==> src/rtl/fifo_gen_pkg.sv <==
// Shared types and widths for the burst-mode FIFO write generator.
package fifo_gen_pkg;

  typedef enum logic [1:0] {IDLE, BURST, GAP} wr_state_t;

  localparam int WR_COUNT_W = 16;

endpackage

==> src/rtl/fifo_writer_gen_gap_timer.sv <==
// Loadable down-counter timing the idle gap between bursts; done marks the last gap cycle.
module gap_timer #(
  parameter int GAP_CYCLES = 16
) (
  input  logic CLK,
  input  logic RST,
  input  logic load,
  input  logic run,
  output logic done
);

  localparam int CNT_W = $clog2(GAP_CYCLES + 1);
  localparam logic [CNT_W-1:0] LOAD_VAL = CNT_W'(GAP_CYCLES - 1);

  logic [CNT_W-1:0] count_q;

  always_ff @(posedge CLK) begin
    if (RST) begin
      count_q <= '0;
    end else if (load) begin
      count_q <= LOAD_VAL;
    end else if (run && (count_q != '0)) begin
      count_q <= count_q - CNT_W'(1);
    end
  end

  // Loaded with GAP_CYCLES-1 so the terminal count lands on the final gap cycle.
  assign done = run && (count_q == '0);

endmodule

==> src/rtl/fifo_writer_gen.sv <==
// Burst write generator: BURST_LEN incrementing words, then GAP_CYCLES idle, never writing into a full FIFO.
// state | meaning: IDLE wait for ENABLE | BURST write pattern while !FULL | GAP count idle cycles
module fifo_writer_gen
  import fifo_gen_pkg::*;
#(
  parameter int DATA_W     = 8,
  parameter int BURST_LEN  = 4,
  parameter int GAP_CYCLES = 16
) (
  input  logic                  CLK,
  input  logic                  RST,
  input  logic                  ENABLE,
  input  logic                  FULL,
  output logic                  WR_EN,
  output logic [DATA_W-1:0]     DIN,
  output logic                  BUSY,
  output logic [WR_COUNT_W-1:0] WR_COUNT,
  output logic                  STALLED
);

  localparam int BEAT_W = $clog2(BURST_LEN + 1);
  localparam logic [BEAT_W-1:0] LAST_BEAT = BEAT_W'(BURST_LEN - 1);

  wr_state_t               state_q, state_d;
  logic [DATA_W-1:0]       pattern_q;
  logic [BEAT_W-1:0]       beat_q;
  logic [WR_COUNT_W-1:0]   wr_count_q;
  logic                    accept;
  logic                    last_beat;
  logic                    gap_load;
  logic                    gap_run;
  logic                    gap_done;

  // Qualified with RST so no write escapes during the reset cycle.
  assign accept    = (state_q == BURST) && !FULL && !RST;
  assign last_beat = accept && (beat_q == LAST_BEAT);

  always_comb begin
    state_d  = state_q;
    gap_load = 1'b0;
    gap_run  = 1'b0;
    case (state_q)
      IDLE: begin
        if (ENABLE) state_d = BURST;
      end
      BURST: begin
        if (last_beat) begin
          state_d  = GAP;
          gap_load = 1'b1;
        end
      end
      GAP: begin
        gap_run = 1'b1;
        if (gap_done) state_d = ENABLE ? BURST : IDLE;
      end
      default: state_d = IDLE;
    endcase
  end

  always_ff @(posedge CLK) begin
    if (RST) begin
      state_q    <= IDLE;
      pattern_q  <= '0;
      beat_q     <= '0;
      wr_count_q <= '0;
    end else begin
      state_q <= state_d;
      if (accept) begin
        pattern_q  <= pattern_q + DATA_W'(1);
        wr_count_q <= wr_count_q + WR_COUNT_W'(1);
        beat_q     <= last_beat ? '0 : beat_q + BEAT_W'(1);
      end
    end
  end

  gap_timer #(
    .GAP_CYCLES (GAP_CYCLES)
  ) u_gap_timer (
    .CLK  (CLK),
    .RST  (RST),
    .load (gap_load),
    .run  (gap_run),
    .done (gap_done)
  );

  assign WR_EN    = accept;
  assign STALLED  = (state_q == BURST) && FULL && !RST;
  assign BUSY     = (state_q != IDLE);
  assign DIN      = pattern_q;
  assign WR_COUNT = wr_count_q;

endmodule

==> config.mk <==
export PLATFORM = sky130hd
export DESIGN_NAME = fifo_writer_gen
export DESIGN_NICKNAME = d
export VERILOG_FILES = /design/src/rtl/fifo_gen_pkg.sv /design/src/rtl/fifo_writer_gen_gap_timer.sv /design/src/rtl/fifo_writer_gen.sv
export SDC_FILE = /design/constraint.sdc
export NUM_CORES = 1
export LEC_CHECK = 0
export ABC_AREA = 1
export ABC_CLOCK_PERIOD_IN_PS = 1300
export CAP_MARGIN = 40
export CORE_MARGIN = 2
export CORE_UTILIZATION = 47
export DETAILED_ROUTE_END_ITERATION = 7
export PLACE_DENSITY = 0.76
export SLEW_MARGIN = 20
export SYNTH_ARGS = -nofsm -noshare
export SYNTH_HDL_FRONTEND = slang
export SYNTH_SLANG_ARGS = --single-unit
==> constraint.sdc <==
create_clock -name CLK -period 1.3 [get_ports CLK]
set_clock_uncertainty 0.2 [all_clocks]
set_input_delay 0.13 -clock CLK [delete_from_list [all_inputs] [get_ports CLK]]
set_output_delay 0.13 -clock CLK [all_outputs]
set_load 0.03 [all_outputs]
# Word-level counts from Yosys, hierarchy flattened
# Cells that the tools add are included.
# word_totals
n_memories	0
reg_bits	34
input_bits	4
ram_bits	0
out_inout_bits	27
mem_bits_ro	0
latch_bits	0
# classes
n_mul	0
addsub	4
mux	11
n_eq_ne	6
n_lt_le_gt_ge	0
n_reduce_logical	16
bitwise_logic	0
n_div	0
n_shift	0
# op_table
op	count
adder 16 x 1 -> 16 bit (second input constant)	1
adder 8 x 1 -> 8 bit (second input constant)	1
2-to-1 mux 4 bit	2
logical AND 1 bit	7
2-to-1 mux 2 bit	3
inequality test 2 bit (second input constant)	3
one-hot mux 2 bit (3 select lines)	1
logical NOT 5 bit	1
nonzero test 5 bit	1
subtractor 5 x 1 -> 5 bit (second input constant)	1
2-to-1 mux 1 bit	4
nonzero test 2 bit	2
adder 3 x 1 -> 3 bit (second input constant)	1
equality test 3 x 2 -> 1 bit (second input constant)	1
2-to-1 mux 3 bit	1
AND reduction 3 bit	1
equality test 2 x 1 -> 1 bit (second input constant)	1
equality test 2 bit (second input constant)	1
logical NOT 1 bit	2
logical NOT 2 bit	1
OR reduction 2 bit	1

# Depth between registers and ports, before layout
# depth
ltp_word	7
depth_mapped	9
mapped_depth_nobuf	9

# Modules after synthesis
# A second synthesis with hierarchy kept.
# unflattened
hier_cells	251
area_unflattened_um2	1786.7
# by_module_without_submodules
module	cells_each	area_per_inst_um2	instances	seq_area_each_um2
fifo_writer_gen	202	1465.2	1	580.6
gap_timer	49	321.6	1	100.1

# Worst setup path before layout
# No wires, ideal clock.
# synth_timing
kind	register to register
from	register wr_count_q[3] (netlist: WR_COUNT[3])
to	register wr_count_q[12] (netlist: WR_COUNT[12])
setup_ns	0.117
t_arrival_ns	1.286
setup_slack_ns	-0.303
path_stages_with_launch	8
path_cell_list	dfxtp_1 nand2_1 inv_1 nand3_1 nor2_2 nand2_1 o21ai_0 nor2_1
# synth_via
elab_chain_cells	1
# synth_rtl
item	line_no	text
start: declaration	fifo_writer_gen.sv:27	logic [WR_COUNT_W-1:0] wr_count_q;
start signal: assignment	fifo_writer_gen.sv:70	wr_count_q <= wr_count_q + WR_COUNT_W'(1);
adder 16 x 1 -> 16 bit	fifo_writer_gen.sv:70	
# Every way passes these cells.
# A chain may end at the register's enable or synchronous reset.

# Worst setup path in the final report
# layout_timing
from	register state_q[0]
to	register pattern_q[5] (netlist: DIN[5])
# layout_via
elab_chain_cells	3
# layout_rtl
item	line_no	text
start: declaration	fifo_writer_gen.sv:24	wr_state_t state_q, state_d;
start signal: assignment	fifo_writer_gen.sv:67	state_q <= state_d;
equality test 2 x 1 -> 1 bit	fifo_writer_gen.sv:35	assign accept = (state_q == BURST) && !FULL && !RST;
logical AND 1 bit (2 in series)	fifo_writer_gen.sv:35	
end signal: assignment	fifo_writer_gen.sv:69	pattern_q <= pattern_q + DATA_W'(1);
end: declaration	fifo_writer_gen.sv:25	logic [DATA_W-1:0] pattern_q;
# Every way passes these cells.

==> results.toml <==
[min_path]
worstHoldStart = "ENABLE"
worstHoldEndpoint = "state_q[0]"
hold_depth = 3
hold_path_class = "in -> reg"

[timing]
report.final.hold_viol_count = 0
setup_tns_ns = -7.99
setup_slack_ns = -0.387
setup_violations = 37
fin_crit_sh = 1.30
rsz0062_at_grt = "true"
slew_headroom = 0.793
whs_ns = 0.163
slew_violations = 0
tightest_slew_ns = 0.310
max_freq_mhz = 593
post-route-min-period_ns = 1.69

[clock_tree]
clock_latency_ns = 0.34
cts_inserted_buffers = 5
cts-root-buf = "clkbuf_4"
postCtsHoldBufs = 0
cts_sinks = 34
clockBufferDepth = 2
path_clk_slew_ns = 0.11
cts_tree = "built"
cts-htree-levels = 2

[die]
rows = 21
pin_count = 31
dieHeight_um = 64.5
core_mm2 = 0.00342
initial_core_util = 0.503
die-area_mm2 = 0.00416
fp.dieW_um = 64.5

[worst_setup_path]
r2r_end = "DIN[5]"
path_max_fanout = 4
reg2regPathDepth = 9
cp-start-kind = "flop"
cp_data_arrival_time_ns = 1.71
ff2ff_setup_slack_ns = -0.39
crit_chain = "buf_6 > inv_4 > nor2_4 > nand2_4 > nor2_4 > buf_6 > nand2_4 > o21ai_1 > a21oi_1"
cp-end-kind = "flop"
required_ns = 1.33
r2r-start = "state_q[0]"
cp_slowest_cell = "dfxtp_2"
path_class = "reg -> reg"
max_stage_delay_ns = 0.36

[logic_synthesis]
ys_seq_elements = 34
yosysWarnings = 0
ys_types = 27
netlist.area_leader.share = 0.396
synth.avg_cell_area_um2 = 7.25
syn_area_mm2 = 0.00172
ys_top_cells_by_area = "dfxtp_1 (40%), nand2_1 (11%), nor2_1 (7.2%)"
yosys.area.top_type = "dfxtp_1"
synth_nets = 246
ys_seq_area_frac = 0.396
synth_common_cells = "nand2_1 (50), dfxtp_1 (34), nor2_1 (33)"
synthCells = 237
synth.most_common_cell = "nand2_1"
synth_ff_type = "dfxtp_1"
async_flop_share = 0
synth_edf_count = 0

[outcome]
violations = "setup timing"
status = "finished with violations"

[global_route]
track_usage = 0.228
grt_antenna_before_repair = 0
grt_max_degree = 18
grt_pass1_wl_mm = 7.51
grt_pass1_vias = 1768
grt_overflow = 0

[cells_and_area]
drive_gt1_frac = 0.553
syn2layout_area_growth_pct = 67.3
fin_cells = 364
finish.utilization = 0.842
layout.nets = 326
diodes = 0

[power_and_ir_drop]
power_density_mw_per_mm2 = 650
peakVddDrop_uv = 550
p_leak_uw = 0.00127

[placed_design]
dp_cells = 339
post-place-ws_ns = -0.481
io_buffers = 30
gp_congestion = 0.836
dp_hpwl_mm = 2.79

[routing]
drt-total-wl_mm = 5.54
firstDrtPassIters = 4
route.detailed.drc = 0
wl_per_cell_um = 15.2
drtAntennaViolNets = 0
vias = 1894
viasPerCell = 5.20
dr.first_iter.drc_count = 147

[flow_run]
cap_violations = 0
-- layout make-up --
cell class,count,area [µm²]
multi-input cells,165,1210
repair buffers,77,697
clock buffers,6,41.3
fillers,175,539
inverters,34,138
flip-flops and latches,34,728
clock inverters,2,8.76
well taps,46,57.6
-- layer usage --
| metal | vias up | wire (µm) | GRT usage |
|---|---|---|---|
| met5 | - | 0 | 0 |
| met4 | 0 | 134 | 0.0984 |
| met3 | 16 | 324 | 0.0451 |
| met2 | 77 | 2820 | 0.395 |
| met1 | 880 | 2270 | 0.275 |
| li1 | 921 | - | - |
-- critical path: cells and delay by family (launching register included) --
kind | cells | cell delay [ns]
compound gates | 2 | 0.27
flops | 1 | 0.36
simple gates | 4 | 0.48
buf+inv | 3 | 0.25
-- stage by stage --
step	instance area (µm²)	total power (µW)
after floorplan	1850	1180
after global placement	2330	1240
after detailed placement	2330	1240
after CTS	2610	1820
after global routing	2880	1930
final	2880	1870
-- registers in the layout, indices dropped and copies added (netlist names) --
signal,flops
WR_COUNT,16
DIN,8
u_gap_timer.count_q,5
beat_q,3
state_q,2
-- placed cells by master, fill, tap and decap left out, types with 9 or more instances in the layout --
cell type   n
buf_6      27
buf_4      46
inv_1      27
nand3_1     9
dfxtp_2    17
nand2_1    34
dfxtp_1    10
nand2_2    11
nor2_1     28
-- cells by family (layout without fill, tap and decap cells) --
group,after synthesis,in the layout,synth area share
XOR/XNOR,4,4,0.0204
AO/OA/AOI/OAI,28,28,0.0873
adder cells (fa/ha/maj),5,5,0.0364
buffers and inverters,39,119,0.0990
flip-flops,34,34,0.396
AND/OR/NAND/NOR,127,128,0.361
-- power breakdown --
group	switching, µW	total [µW]	internal (µW)	leakage (µW)
sequential	9.28	1050	1040	0.000289
clock	360	563	203	0.0000297
combinational	140	258	118	0.000948
-- timing repair --
item,in CTS,in global routing
pin swaps,18,25
gates resized for setup,57,41
setup buffers,6,12
gates cloned,1,0
setup endpoints to repair,40,46
-- worst max-delay path by stage --
stage / from / to / slack, ns / cells past startpoint
final: state_q[0] / DIN[5] / -0.39 / 9
after global routing: state_q[0] / DIN[5] / -0.41 / 9
after CTS: state_q[0] / STALLED / -0.32 / 5
after detailed placement: RST / DIN[5] / -0.48 / 7
after global placement: RST / DIN[5] / -0.47 / 7
after floorplan: state_q[0] / DIN[6] / -0.12 / 8
(Power assumes the default switching activity.)
